File: config.mk
export PLATFORM = sky130hd
export DESIGN_NAME = uart_tx_fifo
export DESIGN_NICKNAME = d
export VERILOG_FILES = /design/src/rtl/uart_tx_fifo.sv
export SDC_FILE = /design/constraint.sdc
export NUM_CORES = 1
export LEC_CHECK = 0
export BUFFER_PORTS_ARGS = -buffer_cell sky130_fd_sc_hd__buf_2
export CORE_MARGIN = 4
export CORE_UTILIZATION = 26
export DETAILED_ROUTE_END_ITERATION = 6
export GPL_TIMING_DRIVEN = 0
export SYNTH_ARGS = -nofsm -noshare
export SYNTH_HDL_FRONTEND = slang
export SYNTH_SLANG_ARGS = --single-unit
export TNS_END_PERCENT = 20
File: constraint.sdc
create_clock -name clk -period 5.5 [get_ports clk]
set_input_delay 0 -clock clk [delete_from_list [all_inputs] [get_ports clk]]
set_output_delay 0 -clock clk [all_outputs]
set_load 0.01 [all_outputs]
File: src/rtl/uart_tx_fifo.sv
// rtl/uart_tx_fifo.sv - UART transmitter with input FIFO, configurable word length, parity and stop bits
// Frames are sent LSB first and chained with no idle gap while words are queued.
module uart_tx_fifo #(
    parameter int CLKS_PER_BIT = 217,
    parameter int DATA_BITS    = 8,
    parameter int PARITY       = 0,
    parameter int STOP_BITS    = 1,
    parameter int FIFO_DEPTH   = 4
) (
    input  logic                                  clk,
    input  logic                                  resetn,
    input  logic [DATA_BITS-1:0]                  wr_data,
    input  logic                                  wr_valid,
    output logic                                  wr_ready,
    input  logic                                  flush,
    output logic                                  txd,
    output logic                                  busy,
    output logic [$clog2(FIFO_DEPTH+1)-1:0]       fifo_count,
    output logic                                  overflow
);
    localparam int CW = $clog2(FIFO_DEPTH + 1);
    localparam int PW = $clog2(FIFO_DEPTH);
    localparam int TW = $clog2(CLKS_PER_BIT);
    localparam logic [TW-1:0] TIMER_LAST = TW'(CLKS_PER_BIT - 1);
    localparam logic [3:0]    LAST_DATA  = 4'(DATA_BITS - 1);
    localparam logic [3:0]    LAST_STOP  = 4'(STOP_BITS - 1);

    typedef enum logic [2:0] {S_IDLE, S_START, S_DATA, S_PARITY, S_STOP} state_t;

    state_t                 state_q, state_d;
    logic [TW-1:0]          timer_q, timer_d;
    logic [3:0]             idx_q, idx_d;
    logic [DATA_BITS-1:0]   shift_q, shift_d;
    logic                   par_q, par_d;
    logic                   txd_q, txd_d;
    logic [PW-1:0]          wr_ptr_q, rd_ptr_q;
    logic [CW-1:0]          count_q;
    logic                   ovf_q;
    logic [DATA_BITS-1:0]   mem [FIFO_DEPTH];

    logic full, empty, push, pop, timer_last, start_frame;
    logic [DATA_BITS-1:0] head;

    assign full       = (count_q == CW'(FIFO_DEPTH));
    assign empty      = (count_q == '0);
    assign push       = wr_valid && !full && !flush;
    assign head       = mem[rd_ptr_q];
    assign timer_last = (timer_q == TIMER_LAST);

    always_comb begin
        state_d     = state_q;
        timer_d     = timer_last ? '0 : timer_q + TW'(1);
        idx_d       = idx_q;
        shift_d     = shift_q;
        par_d       = par_q;
        txd_d       = txd_q;
        start_frame = 1'b0;
        pop         = 1'b0;
        case (state_q)
            S_IDLE: begin
                timer_d = '0;
                txd_d   = 1'b1;
                if (!empty) start_frame = 1'b1;
            end
            S_START: begin
                if (timer_last) begin
                    state_d = S_DATA;
                    idx_d   = '0;
                    txd_d   = shift_q[0];
                end
            end
            S_DATA: begin
                if (timer_last) begin
                    if (idx_q == LAST_DATA) begin
                        idx_d = '0;
                        if (PARITY != 0) begin
                            state_d = S_PARITY;
                            txd_d   = par_q;
                        end else begin
                            state_d = S_STOP;
                            txd_d   = 1'b1;
                        end
                    end else begin
                        idx_d   = idx_q + 4'd1;
                        shift_d = shift_q >> 1;
                        txd_d   = shift_q[1];
                    end
                end
            end
            S_PARITY: begin
                if (timer_last) begin
                    state_d = S_STOP;
                    idx_d   = '0;
                    txd_d   = 1'b1;
                end
            end
            S_STOP: begin
                if (timer_last) begin
                    if (idx_q == LAST_STOP) begin
                        if (!empty) start_frame = 1'b1;
                        else        state_d = S_IDLE;
                    end else begin
                        idx_d = idx_q + 4'd1;
                    end
                end
            end
            default: state_d = S_IDLE;
        endcase
        // Parity is precomputed from the whole word because the shifter is consumed bit by bit.
        if (start_frame) begin
            pop     = 1'b1;
            state_d = S_START;
            timer_d = '0;
            shift_d = head;
            par_d   = (PARITY == 1) ? ~^head : ^head;
            txd_d   = 1'b0;
        end
        if (flush) begin
            pop     = 1'b0;
            state_d = S_IDLE;
            timer_d = '0;
            idx_d   = '0;
            txd_d   = 1'b1;
        end
    end

    always_ff @(posedge clk or negedge resetn) begin
        if (!resetn) begin
            state_q  <= S_IDLE;
            timer_q  <= '0;
            idx_q    <= '0;
            shift_q  <= '0;
            par_q    <= 1'b0;
            txd_q    <= 1'b1;
            wr_ptr_q <= '0;
            rd_ptr_q <= '0;
            count_q  <= '0;
            ovf_q    <= 1'b0;
        end else begin
            state_q <= state_d;
            timer_q <= timer_d;
            idx_q   <= idx_d;
            shift_q <= shift_d;
            par_q   <= par_d;
            txd_q   <= txd_d;
            if (flush) begin
                wr_ptr_q <= '0;
                rd_ptr_q <= '0;
                count_q  <= '0;
                ovf_q    <= 1'b0;
            end else begin
                if (push) wr_ptr_q <= wr_ptr_q + PW'(1);
                if (pop)  rd_ptr_q <= rd_ptr_q + PW'(1);
                if (push && !pop)      count_q <= count_q + CW'(1);
                else if (!push && pop) count_q <= count_q - CW'(1);
                if (wr_valid && full) ovf_q <= 1'b1;
            end
        end
    end

    always_ff @(posedge clk) begin
        if (push) mem[wr_ptr_q] <= wr_data;
    end

    assign txd        = txd_q;
    assign wr_ready   = !full;
    assign busy       = (state_q != S_IDLE) || !empty;
    assign fifo_count = count_q;
    assign overflow   = ovf_q;
endmodule
==> results.yml, run 1 <==
worst_setup_path:
  start_kind: "flop"
  r2r_setup_slack_ps: 2590
  rr_worst_depth: 10
  crit_type: "reg -> reg"
  cpMaxStageDelayCell: "dfrtp_1"
  critPathArrivalTime_ps: 3110
  slowest_delay_ps: 420
  worst-path-max-fanout: 5
  path_cells: "inv_1 -> ha_1 -> or3b_4 -> or3_4 -> a21oi_4 -> nor3_1 -> fa_1 -> and2_1 -> mux2i_1 -> mux2_1"
  endpoint_kind: "flop"
  r2r-start: "idx_q[0]"
  timing.rr.end: "fifo_count[2]"
  critical_path_required_ps: 5710
die:
  die_w_um: 114.6
  die_h_um: 114.6
  ioPinCount: 19
  fp.dieArea_um2: 13140
  core_region_area_um2: 10980
  start_util: 0.2692
  rows: 38
logic_synthesis:
  synth_edf_count: 32
  synth_mux_area_frac: 0.09268
  yosys_most_used_dff: "edfxtp_1"
  synth-xor-area-share: 0.02962
  syn_inst: 232
  synth_top_family_by_area: "simple AND/OR/NAND/NOR gates"
  synth-seq-cells: 64
  syn_area_um2: 2957
  yosys.area_share.simple: 0.1523
  synth_fp_nets: 253
  synth_compound_area_frac: 0.06517
  ys_seq_area_frac: 0.5963
  yosysWarnings: 0
  synth.distinct_cells: 46
  synthAdderAreaFrac: 0.04063
  synth.avg_cell_area_um2: 12.74
  synthArstFlopShare: 0.5000
cts:
  postCtsHoldBufs: 10
  clockRootBuffer: "clkbuf_16"
  tritoncts: "built"
  clock_sinks: 64
  clk_path_buf_depth: 2
  cts_resized: 0
  path_clk_slew_ps: 50
  postCtsSetupBuffers: 0
  cts_buffers: 9
  htree_levels: 3
  clkLatencyLatePin_ps: 330
layout:
  fill_cells: 1090
  diodes: 0
  drive_gt1_frac: 0.1884
  post-route-util: 0.3317
  final_nets: 292
  syn_to_final_growth_pct: 23.23
grt:
  top_usage_layer: "met2"
  met1_usage: 0.1190
  grt_max_degree: 33
  grt-ovfl-total: 0
  grtUsageMet3: 0.02220
  grt_util_all_layers: 0.09433
  grt_antenna_before_repair: 0
  grt_pass1_wl_mm: 9.439
  grt.met2_usage: 0.1463
  first_global_vias: 1850
timing:
  finalCriticalPeriod_ps: 2906
  period_share: 0.5283
  relSlewSlack: 0.4998
  skew_ps: 6.249
  whs_ps: 58.36
  slew_violations: 0
  final-hold-violation-count: 0
  fmax_mhz: 344.2
  tns_ps: 0
  setup_viol: 0
  rsz0062_at_grt: "no"
  tightest_slew_ps: 750.4
detailed_routing:
  first_pass_iters: 4
  drtIter0Drc: 66
  antenna_left: 0
  wl_per_cell_um: 13.45
  drt-total-wl_mm: 5.596
  post_drt_via_cell_ratio: 4.476
  drc: 0
  num_vias: 1862
flow_run:
  cap_viol_max_count: 0
place:
  port_buffers: 18
  dp_hpwl_mm: 3.893
  place.gp.congestion: 0.8131
status:
  run_status: "complete, no violations"
pwr:
  vdd_drop_max_mv: 0.2694
  power.density_nw_per_um2: 452.9
  cellLeakagePower_nw: 1.440
min_path:
  hold_depth: 4
  hp-start: "flush"
  hold_end: "txd"
  hold_class: "in -> reg"
-- sequential cells by signal, summed over array words and instances, names as in the netlist --
signal / count
fifo_count: 3
mem: 32
wr_ptr_q: 2
overflow: 1
txd: 1
state_q: 3
idx_q: 4
shift_q: 8
rd_ptr_q: 2
timer_q: 8
-- Yosys cell counts, drive strengths merged, types with 2 or more instances --
cell type | n | share of area
a21oi | 13 | 0.026
a221o | 2 | 0.0068
a22oi | 2 | 0.0051
and2 | 6 | 0.013
and3 | 5 | 0.011
buf | 4 | 0.0055
clkbuf | 3 | 0.0038
dfrtp | 31 | 0.26
edfxtp | 32 | 0.33
ha | 8 | 0.034
inv | 11 | 0.014
mux2 | 3 | 0.011
mux2i | 6 | 0.020
mux4 | 8 | 0.061
nand2 | 9 | 0.011
nand2b | 2 | 0.0042
nand3 | 10 | 0.017
nand3b | 3 | 0.0076
nor2 | 28 | 0.036
nor2b | 6 | 0.013
nor3 | 5 | 0.0085
o211ai | 3 | 0.0076
o21ai | 4 | 0.0068
or3 | 4 | 0.010
or3b | 3 | 0.0097
xnor2 | 4 | 0.012
xor2 | 6 | 0.018
-- critical path, delay by kind of cell, from the launching register on --
family,cells,cell delay [ps]
simple gates,4,1010
flops,1,420
buf+inv,1,80
mux,2,480
compound gates,1,280
fa+ha+maj,2,530
-- cell type report --
cell class / count / area [µm²] / share of cell area
flip-flops and latches: 64 / 1763 / 0.4839
multi-input cells: 150 / 1125 / 0.3087
clock buffers: 11 / 242.7 / 0.06662
repair buffers: 28 / 190.2 / 0.05220
well taps: 140 / 175.2 / 0.04808
clock inverters: 5 / 78.83 / 0.02163
inverters: 11 / 41.29 / 0.01133
plain buffers: 7 / 27.53 / 0.007555
-- report_power, final --
part	leakage [nW]	total (mW)	switching [mW]	internal, mW
clock	0.160	0.609	0.200	0.409
sequential	0.707	0.630	0.0518	0.578
combinational	0.572	0.411	0.224	0.187
-- metal layers --
metal	part of all wire	vias to the layer above
li1	-	921
met1	0.45	908
met2	0.49	22
met3	0.024	11
met4	0.028	0
met5	0	-
-- worst max-delay path by stage --
| stage | start | end | cells past startpoint |
|---|---|---|---|
| CTS | idx_q[0] | fifo_count[2] | 10 |
| global placement | idx_q[0] | fifo_count[2] | 10 |
| global route | idx_q[0] | fifo_count[2] | 10 |
| detailed placement | idx_q[0] | fifo_count[2] | 10 |
| finish | idx_q[0] | fifo_count[2] | 10 |
| floorplan | idx_q[0] | fifo_count[2] | 10 |
-- cell usage in the layout (no fill, tap or decap), types with 8 or more instances in the layout --
cell            n
mux4_2          8
edfxtp_1       32
dfrtp_1        31
clkbuf_16       9
a21oi_1        12
nand3_1        10
dlygate4sd3_1  10
nand2_1         9
inv_1          11
ha_1            8
nor2_1         27
buf_2          19
-- through the flow --
step	power, mW	worst slack (ps)	area (µm²)	cells
after floorplan	0.9319	2821	2957	232
after global placement	1.046	2646	3222	390
after detailed placement	1.057	2604	3222	390
after CTS	1.675	2593	3643	416
final	1.650	2594	3643	416
after global routing	1.751	2470	3643	416
-- logic make-up (layout without fill, tap and decap cells) --
| family | Yosys count | count (layout) |
|---|---|---|
| xor+xnor | 10 | 10 |
| flops | 64 | 64 |
| buf+inv | 18 | 62 |
| compound gates | 29 | 29 |
| simple gates | 85 | 85 |
| mux | 17 | 17 |
| fa+ha+maj | 9 | 9 |
Note: power is estimated with default switching activity, not from simulation.
==> run 2: changes to the inputs <==
clock period = 2.9 ns   (was 5.5 ns; I/O delays follow)
==> results.yml, run 2 (synthesized netlist as in run 1, its figures left out) <==
status:
  run_status: "complete, no violations"
grt:
  grt_max_degree: 33
  grt_antenna_before_repair: 0
  first_global_vias: 1849
  top_usage_layer: "met2"
  grt.met2_usage: 0.1463
  grt_util_all_layers: 0.09433
  grt_pass1_wl_mm: 9.439
  grtUsageMet3: 0.02220
  grt-ovfl-total: 0
  met1_usage: 0.1190
layout:
  fin_area_um2: 3676
  diodes: 0
  fill_cells: 1087
  multi_input_area_um2: 1127
  final_common_cell: "edfxtp_1"
  top_register: "mem"
  largestRegisters: "mem: 32 flops, shift_q: 8 flops, timer_q: 8 flops"
  drive_gt1_frac: 0.2036
  syn_to_final_growth_pct: 24.33
  mostFrequentLayoutCells: "32 x edfxtp_1, 31 x dfrtp_1, 27 x nor2_1"
  largest_reg_flops: 32
  regArea_um2: 1763
  final_nets: 296
  post-route-util: 0.3347
worst_setup_path:
  critPathArrivalTime_ps: 2970
  endpoint_kind: "flop"
  timing.rr.end: "fifo_count[2]"
  crit_start: "idx_q[1]"
  r2r-start: "idx_q[1]"
  worst-path-max-fanout: 4
  rr_worst_depth: 10
  r2r_setup_slack_ps: 140
  critical_path_required_ps: 3110
  crit_path_end: "fifo_count[2]"
  crit_type: "reg -> reg"
  start_kind: "flop"
timing:
  tightest_slew_ps: 749.8
  skew_ps: 5.554
  final-hold-violation-count: 0
  finalCriticalPeriod_ps: 2758
  relSlewSlack: 0.5002
  rsz0062_at_grt: "no"
  fmax_mhz: 362.6
  tns_ps: 0
  setup_viol: 0
  fin_ws_ps: 141.8
  slew_violations: 0
  period_share: 0.9511
min_path:
  hold_class: "in -> reg"
cts:
  clockRootBuffer: "clkbuf_16"
  cts_buffers: 9
  clkLatencyLatePin_ps: 330
  path_clk_slew_ps: 50
  clk_path_buf_depth: 2
  clock_sinks: 64
  tritoncts: "built"
  htree_levels: 3
die:
  ioPinCount: 19
  fp.dieArea_um2: 13140
  start_util: 0.2692
  die_w_um: 114.6
  die_h_um: 114.6
  core_region_area_um2: 10980
  rows: 38
detailed_routing:
  post_drt_via_cell_ratio: 4.448
  drtIter0Drc: 56
  wl_per_cell_um: 13.55
  drt-total-wl_mm: 5.693
  antenna_left: 0
  drc: 0
  first_pass_iters: 5
  num_vias: 1868
pwr:
  power.density_nw_per_um2: 865.3
  fin_total_pwr_mw: 3.181
  cellLeakagePower_nw: 1.459
  vdd_drop_max_mv: 0.5110
place:
  placed_area_um2: 3222
  dp_hpwl_mm: 3.893
  pre_cts_slack_ps: 4.450
  port_buffers: 18
  place.gp.congestion: 0.8131
flow_run:
  cap_viol_max_count: 0
run 2: cell types whose count changed in the layout (fill, tap and decap cells not counted), sizes merged:
cell  before  now
buf       22   26
run 2: how the worst min path moves through the flow:
stage,cells past startpoint,end,slack [ps],startpoint
3_3_place_gp,1,timer_q[6],120,resetn
4_1_cts,4,txd,40,flush
2_1_floorplan,0,fifo_count[0],-300,resetn
6_report,4,txd,60,flush
3_5_place_dp,1,timer_q[5],130,resetn
5_1_grt,4,txd,80,flush
run 2: report_power, final:
group,internal (mW),switching [mW],leakage [nW]
clock network,0.775,0.381,0.160
registers,1.10,0.0994,0.707
logic,0.392,0.437,0.592
run 2: cell type report:
cell class	instances	share of cell area
buffer	7	0.007488
tap	140	0.04765
clock inverter	5	0.02144
sequential	64	0.4796
timing repair buffer	32	0.05990
multi-input combinational	150	0.3067
clock buffer	11	0.06603
inverter	11	0.01123
run 2: metal layers:
| layer | share of wire | wire [µm] |
|---|---|---|
| met5 | 0 | 0 |
| met4 | 0.025 | 142 |
| met3 | 0.024 | 137 |
| met2 | 0.50 | 2823 |
| met1 | 0.45 | 2590 |
run 2: worst max-delay path: stages, from the launching register on:
cell and delay [ps]:
dfrtp_1 400, inv_1 70, ha_1 120, or3b_4 380, or3_4 370, a21oi_4 230, nor3_1 90, fa_2 360
and2_1 140, mux2i_1 150, mux2_1 330
run 2: metrics by stage:
| step | hold slack [ps] | instances |
|---|---|---|
| 4_1_cts | 39.18 | 416 |
| 5_1_grt | 76.55 | 420 |
| 6_report | 55.04 | 420 |
| 3_3_place_gp | 118.1 | 390 |
| 3_5_place_dp | 127.6 | 390 |
| 2_1_floorplan | -295.6 | 232 |
run 2: timing repair:
item | in CTS | in global routing
setup endpoints to repair | 1 | 1
gates resized for setup | 0 | 1
endpoints found under the hold margin | 65 | 0
cloned | 0 | 0
hold buffers | 10 | 0
setup buffers | 0 | 4
pin swaps | 1 | 1
==> run 3: changes to the inputs <==
--- a/config.mk
+++ b/config.mk
@@ -12,2 +12,3 @@
 export GPL_TIMING_DRIVEN = 0
+export MAX_ROUTING_LAYER = met4
 export SYNTH_ARGS = -nofsm -noshare
--- a/constraint.sdc
+++ b/constraint.sdc
@@ -3,2 +3,2 @@
 set_output_delay 0 -clock clk [all_outputs]
-set_load 0.01 [all_outputs]
+set_load 0.1 [all_outputs]
==> results.yml, run 3 (synthesized netlist as in run 1, its figures left out) <==
status:
  run_status: "complete, no violations"
cts:
  htree_levels: 3
  clock_sinks: 64
  clockRootBuffer: "clkbuf_16"
  tritoncts: "built"
  clkLatencyLatePin_ps: 330
  cts_buffers: 9
  clk_path_buf_depth: 2
  path_clk_slew_ps: 60
pwr:
  cellLeakagePower_nw: 1.438
  vdd_drop_max_mv: 0.3752
  power.density_nw_per_um2: 901.5
die:
  rows: 38
  start_util: 0.2692
  fp.dieArea_um2: 13140
  ioPinCount: 19
  die_w_um: 114.6
  core_region_area_um2: 10980
  die_h_um: 114.6
layout:
  final_common_cell: "edfxtp_1"
  largest_reg_flops: 32
  mostFrequentLayoutCells: "32 x edfxtp_1, 30 x dfrtp_1, 27 x nor2_1"
  fill_cells: 1082
  final_nets: 297
  top_register: "mem"
  drive_gt1_frac: 0.2100
  multi_input_area_um2: 1130
  syn_to_final_growth_pct: 23.06
  largestRegisters: "mem: 32 flops, shift_q: 8 flops, timer_q: 8 flops"
  regArea_um2: 1764
  fin_area_um2: 3638
  diodes: 0
detailed_routing:
  post_drt_via_cell_ratio: 4.466
  drt-total-wl_mm: 5.783
  drtIter0Drc: 89
  first_pass_iters: 4
  drc: 0
  num_vias: 1880
  antenna_left: 0
  wl_per_cell_um: 13.74
timing:
  skew_ps: 4.687
  tns_ps: 0
  tightest_slew_ps: 727.6
  slew_violations: 0
  relSlewSlack: 0.5150
  whs_ps: 27.10
  period_share: 0.9539
  final-hold-violation-count: 0
  finalCriticalPeriod_ps: 2766
  fmax_mhz: 361.5
  rsz0062_at_grt: "no"
  setup_viol: 0
grt:
  grt_pass1_wl_mm: 9.639
  grt_util_all_layers: 0.09801
  grt-ovfl-total: 0
  grt_max_degree: 33
  grt_antenna_before_repair: 0
  first_global_vias: 1908
worst_setup_path:
  r2r-start: "idx_q[0]"
  endpoint_kind: "flop"
  worst-path-max-fanout: 4
  crit_start: "idx_q[0]"
  critical_path_required_ps: 3110
  start_kind: "flop"
  crit_type: "reg -> reg"
  critPathArrivalTime_ps: 2980
place:
  placed_area_um2: 3226
  port_buffers: 18
  dp_hpwl_mm: 3.995
  place.gp.congestion: 0.7889
flow_run:
  cap_viol_max_count: 0
min_path:
  hp-start: "flush"
  hold_class: "in -> reg"
-- run 3: worst paths after layout --
kind	end	slack [ps]	cells after the start
min in group asynchronous	state_q[2]	270	2
setup reg to reg	fifo_count[2]	130	10
max in group asynchronous	fifo_count[2]	2130	2
hold / removal	txd	30	4
setup / recovery	fifo_count[2]	130	10
hold reg to reg	txd	510	2
-- run 3: per-layer routing --
layer / global-route usage / vias up / part of all wire
li1: - / 929 / -
met1: 0.1203 / 907 / 0.47
met2: 0.1490 / 33 / 0.48
met3: 0.02484 / 11 / 0.028
met4: 0.05067 / 0 / 0.020
met5: - / - / 0
-- run 3: critical path, stage by stage, from the launching register on --
cell and delay, ps:
dfrtp_1 410, inv_1 80, ha_1 140, or3b_4 390
or3_4 380, a21oi_4 190, nor3_1 80, fa_2 360
and2_1 140, mux2i_1 150, mux2_1 330
-- run 3: through the flow --
| stage | power, mW | cells | setup slack, ps | utilization |
|---|---|---|---|---|
| global route | 3.471 | 421 | 5.068 | 0.3313 |
| global placement | 2.254 | 390 | 39.70 | 0.2937 |
| floorplan | 2.045 | 232 | 26.54 | - |
| CTS | 3.269 | 416 | 2.547 | 0.3276 |
| finish | 3.280 | 421 | 133.6 | 0.3313 |
| detailed placement | 2.277 | 390 | 0.8575 | 0.2937 |
-- run 3: area by class of cell --
type,instances,area share
timing repair buffer,33,0.06259
inverter,11,0.01135
buffer,7,0.007565
sequential,64,0.4849
clock buffer,9,0.06190
clock inverter,7,0.01307
multi-input combinational,150,0.3105
tap,140,0.04814
-- run 3: where the power goes --
part	total (mW)	leakage [nW]	switching [mW]	internal, mW
Clock	0.975	0.133	0.398	0.577
Sequential	1.19	0.706	0.0927	1.10
Combinational	1.11	0.599	0.718	0.397
Total	3.28	1.44	1.21	2.07
-- run 3: what timing repair did --
item	in CTS	in global routing
hold buffers	10	0
pin swaps	1	1
buffers inserted	0	5
endpoints found under the hold margin	64	0
resized for setup	0	1
setup endpoints to repair	1	1
